**config.mk**
```make
export PLATFORM = sky130hd
export DESIGN_NAME = ex_alu_stage
export DESIGN_NICKNAME = d
export VERILOG_FILES = /design/src/rtl/ex_alu_stage.sv
export SDC_FILE = /design/constraint.sdc
export NUM_CORES = 1
export LEC_CHECK = 0
export BUFFER_PORTS_ARGS = -buffer_cell sky130_fd_sc_hd__buf_2
export CORE_AREA = 2 2 143 145
export CTS_CLUSTER_SIZE = 40
export DETAILED_ROUTE_END_ITERATION = 12
export DIE_AREA = 0 0 145 147
export GPL_TIMING_DRIVEN = 0
export REMOVE_ABC_BUFFERS = 1
export SLEW_MARGIN = 5
export SYNTH_ARGS = -nofsm -noshare
export SYNTH_HDL_FRONTEND = slang
export SYNTH_SLANG_ARGS = --single-unit
```
**constraint.sdc**
```tcl
create_clock -name clk -period 5.75 [get_ports clk]
set_clock_uncertainty 0.15 [all_clocks]
set_input_delay 1.15 -clock clk [delete_from_list [all_inputs] [get_ports clk]]
set_output_delay 1.15 -clock clk [all_outputs]
set_load 0.05 [all_outputs]
```
**src/rtl/ex_alu_stage.sv**
```systemverilog
// ARM data-processing execute stage: ALU, N/Z/C/V flag register and a one-deep
// result register with valid/ready handshake. Define ALU_MUL_EN to add the iterative MUL.
module ex_alu_stage #(
  parameter int         DATA_W    = 32,
  parameter logic [3:0] FLAGS_RST = 4'b0000
) (
  input  logic              clk,
  input  logic              reset,
  input  logic              in_valid,
  output logic              in_ready,
  input  logic [3:0]        opcode,
  input  logic              s_bit,
  input  logic              mul_en,
  input  logic [DATA_W-1:0] rn_val,
  input  logic [DATA_W-1:0] shift_result,
  input  logic              shift_c,
  input  logic [3:0]        rd_addr,
  input  logic              flush,
  output logic              out_valid,
  input  logic              out_ready,
  output logic [DATA_W-1:0] result,
  output logic [3:0]        out_rd,
  output logic              out_wr_en,
  output logic [3:0]        flags
);

  typedef enum logic [1:0] {S_IDLE, S_HOLD, S_MUL} state_t;

  typedef struct packed {
    logic [DATA_W-1:0] res;
    logic              c;
    logic              v;
  } alu_out_t;

  // Subtracts run through the same adder as x + ~y + cin so C is NOT-borrow.
  function automatic alu_out_t alu_exec(input logic [3:0] op,
                                        input logic [DATA_W-1:0] a,
                                        input logic [DATA_W-1:0] b,
                                        input logic cin, input logic sc,
                                        input logic vin);
    alu_out_t          o;
    logic [DATA_W-1:0] x, y;
    logic              ci;
    logic [DATA_W:0]   sum;
    x = a;
    y = b;
    ci = 1'b0;
    case (op)
      4'h2, 4'hA: begin x = a; y = ~b; ci = 1'b1; end
      4'h3:       begin x = b; y = ~a; ci = 1'b1; end
      4'h5:       begin x = a; y = b;  ci = cin;  end
      4'h6:       begin x = a; y = ~b; ci = cin;  end
      4'h7:       begin x = b; y = ~a; ci = cin;  end
      default:    begin x = a; y = b;  ci = 1'b0; end
    endcase
    sum = {1'b0, x} + {1'b0, y} + {{DATA_W{1'b0}}, ci};
    o.res = sum[DATA_W-1:0];
    o.c   = sum[DATA_W];
    o.v   = (x[DATA_W-1] == y[DATA_W-1]) && (sum[DATA_W-1] != x[DATA_W-1]);
    case (op)
      4'h0, 4'h8: o.res = a & b;
      4'h1, 4'h9: o.res = a ^ b;
      4'hC:       o.res = a | b;
      4'hD:       o.res = b;
      4'hE:       o.res = a & ~b;
      4'hF:       o.res = ~b;
      default:    o.res = sum[DATA_W-1:0];
    endcase
    if (op == 4'h0 || op == 4'h1 || op == 4'h8 || op == 4'h9 || op[3:2] == 2'b11) begin
      o.c = sc;
      o.v = vin;
    end
    return o;
  endfunction

  state_t            state_q, state_d;
  logic [DATA_W-1:0] result_q, result_d;
  logic [3:0]        rd_q, rd_d;
  logic              wr_en_q, wr_en_d;
  logic [3:0]        flags_q, flags_d;
  logic              accept;
  logic              is_test;
  alu_out_t          alu;

`ifdef ALU_MUL_EN
  logic [DATA_W-1:0] mcnd_q, mcnd_d;
  logic [DATA_W-1:0] mplr_q, mplr_d;
  logic [4:0]        cnt_q, cnt_d;
  logic              ms_q, ms_d;
  assign in_ready = (state_q != S_MUL) && (!out_valid || out_ready);
`else
  logic mul_en_unused;
  assign mul_en_unused = mul_en;
  assign in_ready = !out_valid || out_ready;
`endif

  assign out_valid = (state_q == S_HOLD);
  assign result    = result_q;
  assign out_rd    = rd_q;
  assign out_wr_en = wr_en_q;
  assign flags     = flags_q;
  assign accept    = in_valid && in_ready;
  assign is_test   = (opcode[3:2] == 2'b10);
  assign alu       = alu_exec(opcode, rn_val, shift_result, flags_q[1], shift_c, flags_q[0]);

  always_comb begin
    state_d  = state_q;
    result_d = result_q;
    rd_d     = rd_q;
    wr_en_d  = wr_en_q;
    flags_d  = flags_q;
`ifdef ALU_MUL_EN
    mcnd_d = mcnd_q;
    mplr_d = mplr_q;
    cnt_d  = cnt_q;
    ms_d   = ms_q;
`endif
    if (flush) begin
      state_d = S_IDLE;
`ifdef ALU_MUL_EN
    end else if (state_q == S_MUL) begin
      // One shift-add step per cycle; result_q doubles as the accumulator.
      result_d = result_q + (mplr_q[0] ? mcnd_q : '0);
      mcnd_d   = mcnd_q << 1;
      mplr_d   = mplr_q >> 1;
      cnt_d    = cnt_q + 5'd1;
      if (cnt_q == 5'd31) begin
        state_d = S_HOLD;
        if (ms_q) flags_d[3:2] = {result_d[DATA_W-1], (result_d == '0)};
      end
    end else if (accept && mul_en) begin
      state_d  = S_MUL;
      result_d = '0;
      mcnd_d   = rn_val;
      mplr_d   = shift_result;
      cnt_d    = '0;
      ms_d     = s_bit;
      rd_d     = rd_addr;
      wr_en_d  = 1'b1;
`endif
    end else if (accept) begin
      state_d  = S_HOLD;
      result_d = alu.res;
      rd_d     = rd_addr;
      wr_en_d  = !is_test;
      if (s_bit || is_test)
        flags_d = {alu.res[DATA_W-1], (alu.res == '0), alu.c, alu.v};
    end else if (out_ready) begin
      state_d = S_IDLE;
    end
  end

  always_ff @(posedge clk or posedge reset) begin
    if (reset) begin
      state_q  <= S_IDLE;
      result_q <= '0;
      rd_q     <= '0;
      wr_en_q  <= 1'b0;
      flags_q  <= FLAGS_RST;
`ifdef ALU_MUL_EN
      mcnd_q <= '0;
      mplr_q <= '0;
      cnt_q  <= '0;
      ms_q   <= 1'b0;
`endif
    end else begin
      state_q  <= state_d;
      result_q <= result_d;
      rd_q     <= rd_d;
      wr_en_q  <= wr_en_d;
      flags_q  <= flags_d;
`ifdef ALU_MUL_EN
      mcnd_q <= mcnd_d;
      mplr_q <= mplr_d;
      cnt_q  <= cnt_d;
      ms_q   <= ms_d;
`endif
    end
  end

endmodule

```
==> results.ini <==
[route]
vias=7973
ant_nets=0
drc=0
routedWlPerCell_um=17.94
drtIter0Drc=669
dr.pass1.iters=5
wirelength_mm=25.06
viasPerCell=5.707

[floorplan]
die_h_um=147
std_cell_rows=52
start_util_pct=34.14
io_pins=123
core_area_um2=19840
fp.dieW_um=145
fp.dieArea_um2=21320

[synthesis]
synth_area_leaders=dfrtp_1 (16%), ha_1 (12%), o21ai_0 (11%), nand2_1 (9.9%), a21oi_1 (7.2%)
synth_top_flop_cell=dfrtp_1
async_flop_share_pct=100.0
yosysTopAreaCellShare_pct=15.51
ys_ff_latch=42
yosysTopAreaCell=dfrtp_1
synth_area_um2=6775
seq_area_frac_synth_pct=15.51
syn-mean-instance-area_um2=6.546
synth_warnings=0
synth_edf_count=0
synth.most_common_cell=nand2_1
synthCells=1035
ys_top_cells_by_count=nand2_1 (178), o21ai_0 (146), a21oi_1 (97)
synth_cell_type_count=69

[global_route]
grt_overflow_total=0
grt_pass1_wl_mm=39.97
antenna_found_initial=0
grt_max_degree=49
grt_usage_pct=23.07
grt_pass1_vias=7349

[run]
drv_cap=0

[final_layout]
syn2layout_area_growth_pct=18.80
post-route-util_pct=40.56
fill_cells=2136
drive_gt1_share_pct=16.50
fin_area_um2=8049
antennaDiodeCount=0
nets=1271

[sta]
worstMarginPinSlew_ns=1.105
drv_slew=0
whs_ns=0.3180
setup_violations=0
maxSlewHeadroom_pct=26.16
hold_viol_final=0
max_freq_ghz=0.1818
period_share_pct=95.68
setup_ws_ns=0.2484
post-route-min-period_ns=5.502

[setup_path]
crit_required_ns=5.79
critPathLaunchType=primary input
crit_fanout=38
worst_setup_path_end_kind=flip-flop
critPathKind=primary input to flip-flop
cp_data_arrival_time_ns=5.54

[placement]
post_dp_cell_area_um2=7647
dp_hpwl_mm=17.63
finalWeightedCongestion=0.9134
portBuffers=121
place_ws_ns=-2.080

[clock_tree]
cts-buffers-inserted=5
clockRootBuffer=clkbuf_16
cts_tree=done
ctsHoldBuffers=0
cts.sinks=42
cts_buffer_depth=2
path_clk_slew_ns=0.05
h-tree-depth=2
insertion_delay_ns=0.28

[pwr]
p_int_mw=0.9067
p_comb_share_pct=63.7
vdd.ir_drop.worst_mv=0.1252
total_power_mw=1.857
power_frac_seq_pct=21.4
p_sw_share_pct=51.18
pwr-share-clk_pct=14.9
p_leak_nw=3.731
p_per_area_nw_per_um2=230.7
p_sw_mw=0.9505

[status]
status=finished, final reports clean

[min_path]
hold_path.class=flip-flop to flip-flop

## layout make-up
| type | count | area, um2 | share of cell area [%] |
|---|---|---|---|
| tap | 270 | 337.8 | 4.197 |
| timing repair buffer | 141 | 899.6 | 11.18 |
| clock inverter | 1 | 5.005 | 0.06218 |
| sequential | 42 | 1051 | 13.06 |
| clock buffer | 7 | 142.6 | 1.772 |
| multi-input combinational | 862 | 5330 | 66.22 |
| inverter | 73 | 277.8 | 3.451 |
| timing repair inverter | 1 | 5.005 | 0.06218 |
## per-stage QoR
step / setup TNS, ns / cells
floorplan: -2.723 / 973
global placement: -107.33 / 1364
detailed placement: -27.17 / 1374
CTS: 0 / 1391
global route: -0.01346 / 1397
finish: 0 / 1397
## flip-flops by register name (all words and copies together), names as in the netlist
| signal | cells |
|---|---|
| flags | 4 |
| out_rd | 4 |
| out_wr_en | 1 |
| result | 32 |
| state_q | 1 |
## routing by layer
metal | routed length [um] | GRT usage [%]
met1 | 11660 | 32.42
met2 | 11020 | 37.52
met3 | 1826 | 2.671
met4 | 548 | 6.386
met5 | 0 | 0
## critical path: stages
cell and delay, ns:
buf_12 0.20, nand2_2 0.18, or2_4 0.36, o21ai_4 0.12, buf_16 0.19, o21ai_0 0.12, fa_1 0.48, fa_1 0.50
a211oi_2 0.26, o31ai_2 0.17, a21oi_2 0.26, buf_4 0.15, xnor2_1 0.07, a221oi_2 0.24, buf_4 0.17, and2_1 0.16
nand4_1 0.12, nor4_2 0.24, nand4_1 0.13, o31ai_2 0.22
## worst paths after layout
check                          start  cells after the start  slack, ns          to
max                        opcode[0]                     20       0.25    flags[2]
min                        result[7]                      2       0.32   result[7]
max reg2reg                 flags[1]                     16       1.55    flags[2]
min reg2reg                result[7]                      2       0.32   result[7]
max in group asynchronous      reset                      3       4.49  result[11]
min in group asynchronous      reset                      2       0.56  result[27]
## layout by cell type (no fill, tap or decap), drive strengths merged, types with 4 or more instances in the layout
master,n
or4,4
nor2,93
inv,72
ha,63
o311ai,4
xor2,20
buf,139
xnor2,24
a21oi,97
nor2b,5
a22oi,6
nand3,8
nand2,178
dfrtp,42
or2,6
a21o,7
o211ai,6
o32ai,5
a31oi,20
o221ai,5
nand4,13
nor4,4
clkbuf,8
o21ai,147
o21a,5
a21boi,4
nor3,13
nor3b,5
a32oi,4
o22ai,15
and2,5
nand2b,6
mux2i,7
a221oi,7
o31ai,8
a211oi,17
and3,6
## what timing repair did
| item | CTS | global route |
|---|---|---|
| setup endpoints to repair | 29 | 4 |
| cloned | 6 | 0 |
| setup buffers | 3 | 6 |
| pin swaps | 5 | 4 |
| resized for setup | 20 | 11 |
## power groups by stage
stage | clock network, mW | registers [mW] | logic, mW
3_5_place_dp | 0 | 0.403 | 1.13
2_1_floorplan | 0 | 0.640 | 0.558
4_1_cts | 0.283 | 0.399 | 1.16
6_report | 0.276 | 0.397 | 1.18
3_3_place_gp | 0 | 0.402 | 1.10
5_1_grt | 0.292 | 0.407 | 1.29
## cell families after synthesis
logic type / after synthesis / share of synthesized area, %
multiplexers: 9 / 1.367
AO/OA/AOI/OAI: 381 / 33.67
flip-flops: 42 / 15.51
adder cells (fa/ha/maj): 65 / 12.23
buffers and inverters: 135 / 7.848
XOR/XNOR: 44 / 5.688
AND/OR/NAND/NOR: 359 / 23.69
(Power assumes the default switching activity.)
